### config.mk
export PLATFORM = sky130hd
export DESIGN_NAME = line_burst_ctrl
export DESIGN_NICKNAME = d
export VERILOG_FILES = /design/src/rtl/line_burst_ctrl.sv
export SDC_FILE = /design/constraint.sdc
export NUM_CORES = 1
export LEC_CHECK = 0
export ABC_AREA = 1
export CAP_MARGIN = 15
export CORE_AREA = 5 5 272 274
export CTS_BUF_LIST = sky130_fd_sc_hd__clkbuf_8 sky130_fd_sc_hd__clkbuf_16
export CTS_CLUSTER_DIAMETER = 30
export DETAILED_ROUTE_END_ITERATION = 7
export DIE_AREA = 0 0 277 279
export GPL_ROUTABILITY_DRIVEN = 0
export PLACE_DENSITY = 0.63
export SYNTH_ARGS = -nofsm -noshare
export SYNTH_HDL_FRONTEND = slang
export SYNTH_SLANG_ARGS = --single-unit
### constraint.sdc
create_clock -name clk -period 5.2 [get_ports clk]
set_input_delay 1.04 -clock clk [delete_from_list [all_inputs] [get_ports clk]]
set_output_delay 1.04 -clock clk [all_outputs]
set_load 0.01 [all_outputs]
### src/rtl/line_burst_ctrl.sv
// -----------------------------------------------------------------------------
// line_burst_ctrl
//
// Purpose:
//   Converts a single 256-bit line request from an arbiter into a burst of
//   64-bit beats towards memory. A read burst collects BEATS beats from
//   burst_i into line_o. A write burst serves the latched line one lane at a
//   time on burst_o. After the last beat is accepted the block spends one
//   cycle in DONE, pulsing resp_o, and then returns to IDLE.
//
//   Lane k of a line is bits [64k+63:64k]. Beats are transferred in lane order
//   0..BEATS-1. A cycle with resp_i low in RD/WR is a stall.
//
// Parameters:
//   BEATS      64-bit beats per 256-bit line. Only 4 is supported.
//
// Ports:
//   clk        rising-edge clock
//   rst        synchronous, active-low reset
//   -- arbiter side --
//   read_i     line read request, held until resp_o
//   write_i    line write request, held until resp_o (a read wins if both)
//   address_i  line address (the low 5 bits are ignored)
//   line_i     write line
//   resp_o     one-cycle completion pulse (asserted in DONE)
//   line_o     assembled read line, valid from DONE until the next read beat
//   busy_o     high in RD, WR and DONE
//   -- memory side --
//   read_o     burst read request (high in RD)
//   write_o    burst write request (high in WR)
//   address_o  line-aligned burst address, 0 in IDLE
//   burst_o    current write beat, 0 outside WR
//   burst_i    read beat
//   resp_i     beat-valid (read) / beat-accepted (write) strobe
//
// Every output comes straight from a flop. The next-state logic computes the
// next value of each output from the next state and counter, so the outputs
// line up with the state they describe and never glitch.
// -----------------------------------------------------------------------------
module line_burst_ctrl #(
    parameter int BEATS = 4
) (
    input  logic                  clk,
    input  logic                  rst,

    input  logic                  read_i,
    input  logic                  write_i,
    input  logic [31:0]           address_i,
    input  logic [BEATS*64-1:0]   line_i,
    output logic                  resp_o,
    output logic [BEATS*64-1:0]   line_o,
    output logic                  busy_o,

    output logic                  read_o,
    output logic                  write_o,
    output logic [31:0]           address_o,
    output logic [63:0]           burst_o,
    input  logic [63:0]           burst_i,
    input  logic                  resp_i
);

    localparam int BEAT_W = 64;
    localparam int LINE_W = BEATS * BEAT_W;
    localparam int CNT_W  = $clog2(BEATS);

    // Index of the final beat of a burst. Accepting it ends the burst.
    localparam logic [CNT_W-1:0] LAST_BEAT = CNT_W'(BEATS - 1);

    typedef enum logic [1:0] {
        IDLE = 2'd0,
        RD   = 2'd1,
        WR   = 2'd2,
        DONE = 2'd3
    } state_t;

    // -------------------------------------------------------------------------
    // State and datapath registers
    // -------------------------------------------------------------------------
    state_t              state_q,   state_d;
    logic [CNT_W-1:0]    beat_cnt_q, beat_cnt_d;
    logic [LINE_W-1:0]   wbuf_q,    wbuf_d;
    logic [LINE_W-1:0]   line_q,    line_d;
    logic [31:0]         addr_q,    addr_d;

    // Registered outputs
    logic                resp_q,    resp_d;
    logic                busy_q,    busy_d;
    logic                rd_q,      rd_d;
    logic                wr_q,      wr_d;
    logic [BEAT_W-1:0]   burst_q,   burst_d;

    // The low address bits only select a byte within the line, and a line
    // transfer always starts at the line boundary, so those bits are dropped.
    logic                unused_addr_bits;
    assign unused_addr_bits = ^address_i[4:0];

    // -------------------------------------------------------------------------
    // Next-state logic
    // -------------------------------------------------------------------------
    always_comb begin
        // NOTE: every _d gets its hold value first, so any path through the
        // case below that does not assign it keeps the flop value instead of
        // inferring a latch.
        state_d    = state_q;
        beat_cnt_d = beat_cnt_q;
        wbuf_d     = wbuf_q;
        line_d     = line_q;
        addr_d     = addr_q;

        unique case (state_q)
            IDLE: begin
                // A read wins over a simultaneous write; the write is simply
                // not started and the requester sees resp_o for the read.
                if (read_i || write_i) begin
                    state_d    = read_i ? RD : WR;
                    addr_d     = {address_i[31:5], 5'b0};
                    wbuf_d     = line_i;
                    beat_cnt_d = '0;
                end
            end

            RD: begin
                if (resp_i) begin
                    // line_o is written lane by lane, so it keeps the previous
                    // read's data until this burst's first beat arrives.
                    line_d[BEAT_W*int'(beat_cnt_q) +: BEAT_W] = burst_i;
                    beat_cnt_d = beat_cnt_q + 1'b1;
                    if (beat_cnt_q == LAST_BEAT) begin
                        state_d = DONE;
                    end
                end
            end

            WR: begin
                if (resp_i) begin
                    beat_cnt_d = beat_cnt_q + 1'b1;
                    if (beat_cnt_q == LAST_BEAT) begin
                        state_d = DONE;
                    end
                end
            end

            DONE: begin
                // The requester drops its request by now; address_o returns
                // to 0 together with the return to IDLE.
                state_d = IDLE;
                addr_d  = '0;
            end

            default: begin
                state_d = IDLE;
            end
        endcase

        // Output values for the cycle after this edge, derived from the
        // state being entered rather than the one being left.
        rd_d    = (state_d == RD);
        wr_d    = (state_d == WR);
        busy_d  = (state_d != IDLE);
        resp_d  = (state_d == DONE);
        burst_d = (state_d == WR) ? wbuf_d[BEAT_W*int'(beat_cnt_d) +: BEAT_W]
                                  : '0;
    end

    // -------------------------------------------------------------------------
    // Registers
    // -------------------------------------------------------------------------
    // NOTE: all state is updated with non-blocking assignments so that every
    // flop samples the pre-edge values computed above, independent of the
    // order of statements in this block.
    always_ff @(posedge clk) begin
        if (!rst) begin
            // NOTE: the line and write buffers are ordinary flops rather than
            // a RAM, so they can and do clear on reset; a stale line must not
            // reach line_o after an aborted read.
            state_q    <= IDLE;
            beat_cnt_q <= '0;
            wbuf_q     <= '0;
            line_q     <= '0;
            addr_q     <= '0;
            resp_q     <= 1'b0;
            busy_q     <= 1'b0;
            rd_q       <= 1'b0;
            wr_q       <= 1'b0;
            burst_q    <= '0;
        end else begin
            state_q    <= state_d;
            beat_cnt_q <= beat_cnt_d;
            wbuf_q     <= wbuf_d;
            line_q     <= line_d;
            addr_q     <= addr_d;
            resp_q     <= resp_d;
            busy_q     <= busy_d;
            rd_q       <= rd_d;
            wr_q       <= wr_d;
            burst_q    <= burst_d;
        end
    end

    // -------------------------------------------------------------------------
    // Output mapping
    // -------------------------------------------------------------------------
    assign resp_o    = resp_q;
    assign line_o    = line_q;
    assign busy_o    = busy_q;
    assign read_o    = rd_q;
    assign write_o   = wr_q;
    assign address_o = addr_q;
    assign burst_o   = burst_q;

endmodule
==> run summary <==
## Timing
* 0 — Max Transition Viols Final
* 0.0403 ns — skew final
* 0.450 ns — hold slack
* false — unrepaired setup endpoints after global routing
* 318 MHz — f_max
* 3.14 ns — min cycle time layout
* 0 — Final Setup Violations
* 0.604 — ratio of final minimum period to clock period
* 0 ns — aggregate negative setup slack
* 0 — endpoints failing hold
* 0.292 — relative slew slack
* 1.06 ns — transition time at the pin with the least slew margin

## Pwr
* 17.6 nW — leakage component of the power
* 408 mW/mm^2 — Power Dens Cells
* 0.554 — portion of total power attributed to the clock network
* 0.127 — power share of the combinational group
* 15.9 mW — Tot Pwr
* 0.319 — fraction of power consumed by sequential logic
* 11.8 mW — cell-internal power
* 264 uV — highest ir drop seen on vdd
* 0.261 — switch share
* 4.16 mW — switching component of the power

## Global route
* 18 — initial antenna violation count
* 25278 — vias in the first global route
* 150 — maximum number of pins on one net before global-route repair
* 158 mm — first-pass GRT wire length
* 0.259 — total global routing track utilization
* 0 — Overflow after GRT

## Die
* 713 — I/O pin count
* 279 microns — DIE HEIGHT
* 277 microns — width of the chip
* 98 — number of placement rows
* 0.376 — initial standard-cell utilization of the core
* 0.0773 sq mm — total die area
* 0.0711 sq mm — core outline area

## Clock tree
* 3 — Longest Clk Path Bufs
* 0 — number of resized instances in the post-cts repair step
* 0 — number of hold-repair buffers added at the cts stage
* 0.05 ns — clock transition at the register clock pins on the worst setup and hold paths after CTS
* 0 — # Post-CTS Setup Buffers
* 611 — CTS sink count
* 4 — htree depth
* yes — TritonCTS clock tree
* 139 — Num CTS Buffers
* sky130_fd_sc_hd__clkbuf_16 — Clk Tree Root Cell
* 0.69 ns — clock insertion delay at the later pin of the skew report

## Yosys
* 3904 — synthesized instance count
* 0.0267 sq mm — post-synthesis cell area
* 0.123 — complex-gate fraction of the synthesized area
* 0 — post-synthesis mux area share
* 22 — post-synthesis cell type count
* 0 — xor/xnor share of the synthesized area
* 0.458 — register area share after synthesis
* 611 — post-synthesis register bit count
* 6.85 sq um — mean instance size in the synthesized netlist
* 0.00421 — Post-Synth Adder-Cell Area
* 0.263 — simple-gate share of the synthesized area
* simple AND/OR/NAND/NOR gates — combinational family with the most area after synthesis
* 0 — Yosys warning count

## Routing
* 106 mm — Final Routed Wirelength
* 0 — count of antenna-violating nets left after detailed routing
* 4.89 — via density per instance
* 27225 — count of vias placed by the detailed router
* 2125 — initial DRC count
* 19.1 microns — average wire per standard cell
* 0 — residual DRC count
* 6 — first-pass iteration count of the detailed router

## Critical path
* flip-flop — startpoint type of the worst setup path
* flip-flop to flip-flop — Crit Path Class
* flip-flop — kind of end point of the critical path
* 5.79 ns — Critical Path RT
* 2.06 ns — flop-to-flop setup slack
* 3.73 ns — Crit path arrival time
* 32 — maximum net fanout on the critical path

## Run
* 0 — Max-cap violations

## Outcome
* complete, no violations — status

## Cells and area
* 0.0648 — layout cell share with drive strength beyond 1
* 46.3% — growth of design area from synthesis to finish
* 5563 — number of standard cells in the layout, taps in and fillers out
* 4855 — Total Nets Final

## Worst hold path
* flip-flop to flip-flop — class of the tightest hold or removal check

## Place
* 5298 — Inst Count DP
* 70.2 mm — Post-DP HPWL
* 702 — number of port buffers

[kinds of logic after synthesis]
group                      Yosys count
and+or+nand+nor                   1723
buffers and inverters             1029
DFF                                611
AOI/OAI and AO/OA                  531
adders and majority gates            9
other                                1
[cells in the mapped netlist (all sizes together)]
cell type  instances  area share
dfxtp            611        0.46
o21ai              3     0.00056
a31oi            152       0.036
nand3            391       0.073
clkbuf           157       0.022
nor2             304       0.043
a21oi            196       0.037
conb               1     0.00014
inv              724        0.10
buf              148       0.028
a211oi           152       0.043
nand4             25      0.0059
ha                 9      0.0042
nand2           1003        0.14
o211ai            28      0.0079
[layer usage]
metal / up-vias / share of wire / track usage
met1: 12636 / 0.41 / 0.321
met3: 171 / 0.075 / 0.0669
met4: 6 / 0.034 / 0.104
met2: 1020 / 0.48 / 0.433
li1: 13392 / - / -
met5: - / 0.00040 / 0
[final timing paths]
path | start | to | cells past startpoint
max | beat_cnt_q[1] | line_o[186] | 8
min | line_o[190] | line_o[190] | 2
max reg2reg | beat_cnt_q[1] | line_o[186] | 8
min reg2reg | line_o[190] | line_o[190] | 2
[worst max-delay path, cell delays in order (launching register included)]
cell and delay (ns):
sky130_fd_sc_hd__dfxtp_1 0.45, sky130_fd_sc_hd__inv_1 0.12, sky130_fd_sc_hd__ha_2 0.62, sky130_fd_sc_hd__buf_4 0.47, sky130_fd_sc_hd__nand2_1 0.12, sky130_fd_sc_hd__inv_2 0.43
sky130_fd_sc_hd__buf_4 0.47, sky130_fd_sc_hd__a31oi_1 0.13, sky130_fd_sc_hd__a211oi_1 0.20
[layout make-up]
cell class,count,area (sq um)
timing repair buffer,745,7510
tap,950,1190
clock buffer,163,3830
clock inverter,87,1010
inverter,724,2730
multi-input combinational,2268,10600
sequential,611,12200
antenna,15,37.5
fill,6763,32000
[power by group through the flow]
stage	sequential, mW	combinational [mW]	clock [mW]
detailed placement	5.16	2.00	0
CTS	5.08	2.02	8.96
global route	5.10	2.25	9.21
finish	5.08	2.02	8.83
floorplan	5.18	1.17	0
global placement	5.15	1.99	0
[registers in the layout, indices dropped and copies added, names as in the netlist]
register,count
address_o,27
beat_cnt_q,2
burst_o,64
busy_o,1
line_o,256
read_o,1
resp_o,1
state_q,2
wbuf_q,256
write_o,1
[through the flow]
step	cell area (sq um)	setup WS, ns	util
6_report	39100	2.06	0.550
5_1_grt	39100	1.80	0.550
4_1_cts	39100	2.06	0.549
3_5_place_dp	34200	1.60	0.481
3_3_place_gp	34200	1.62	0.481
2_1_floorplan	26700	3.01	-
[placed cells by master (no fill, tap or decap), types with 25 or more instances in the layout]
master,netlist,final
sky130_fd_sc_hd__dfxtp_1,611,610
sky130_fd_sc_hd__buf_4,8,30
sky130_fd_sc_hd__clkinv_2,0,30
sky130_fd_sc_hd__clkdlybuf4s50_1,0,702
sky130_fd_sc_hd__nor2_1,303,300
sky130_fd_sc_hd__clkbuf_16,0,141
sky130_fd_sc_hd__a211oi_1,152,152
sky130_fd_sc_hd__a21oi_1,196,196
sky130_fd_sc_hd__nand2_1,1002,993
sky130_fd_sc_hd__a31oi_1,152,152
sky130_fd_sc_hd__inv_1,716,737
sky130_fd_sc_hd__nand3_1,391,390
sky130_fd_sc_hd__nand4_1,25,25
sky130_fd_sc_hd__o211ai_1,28,28
Power figures use the tool's default switching activity.
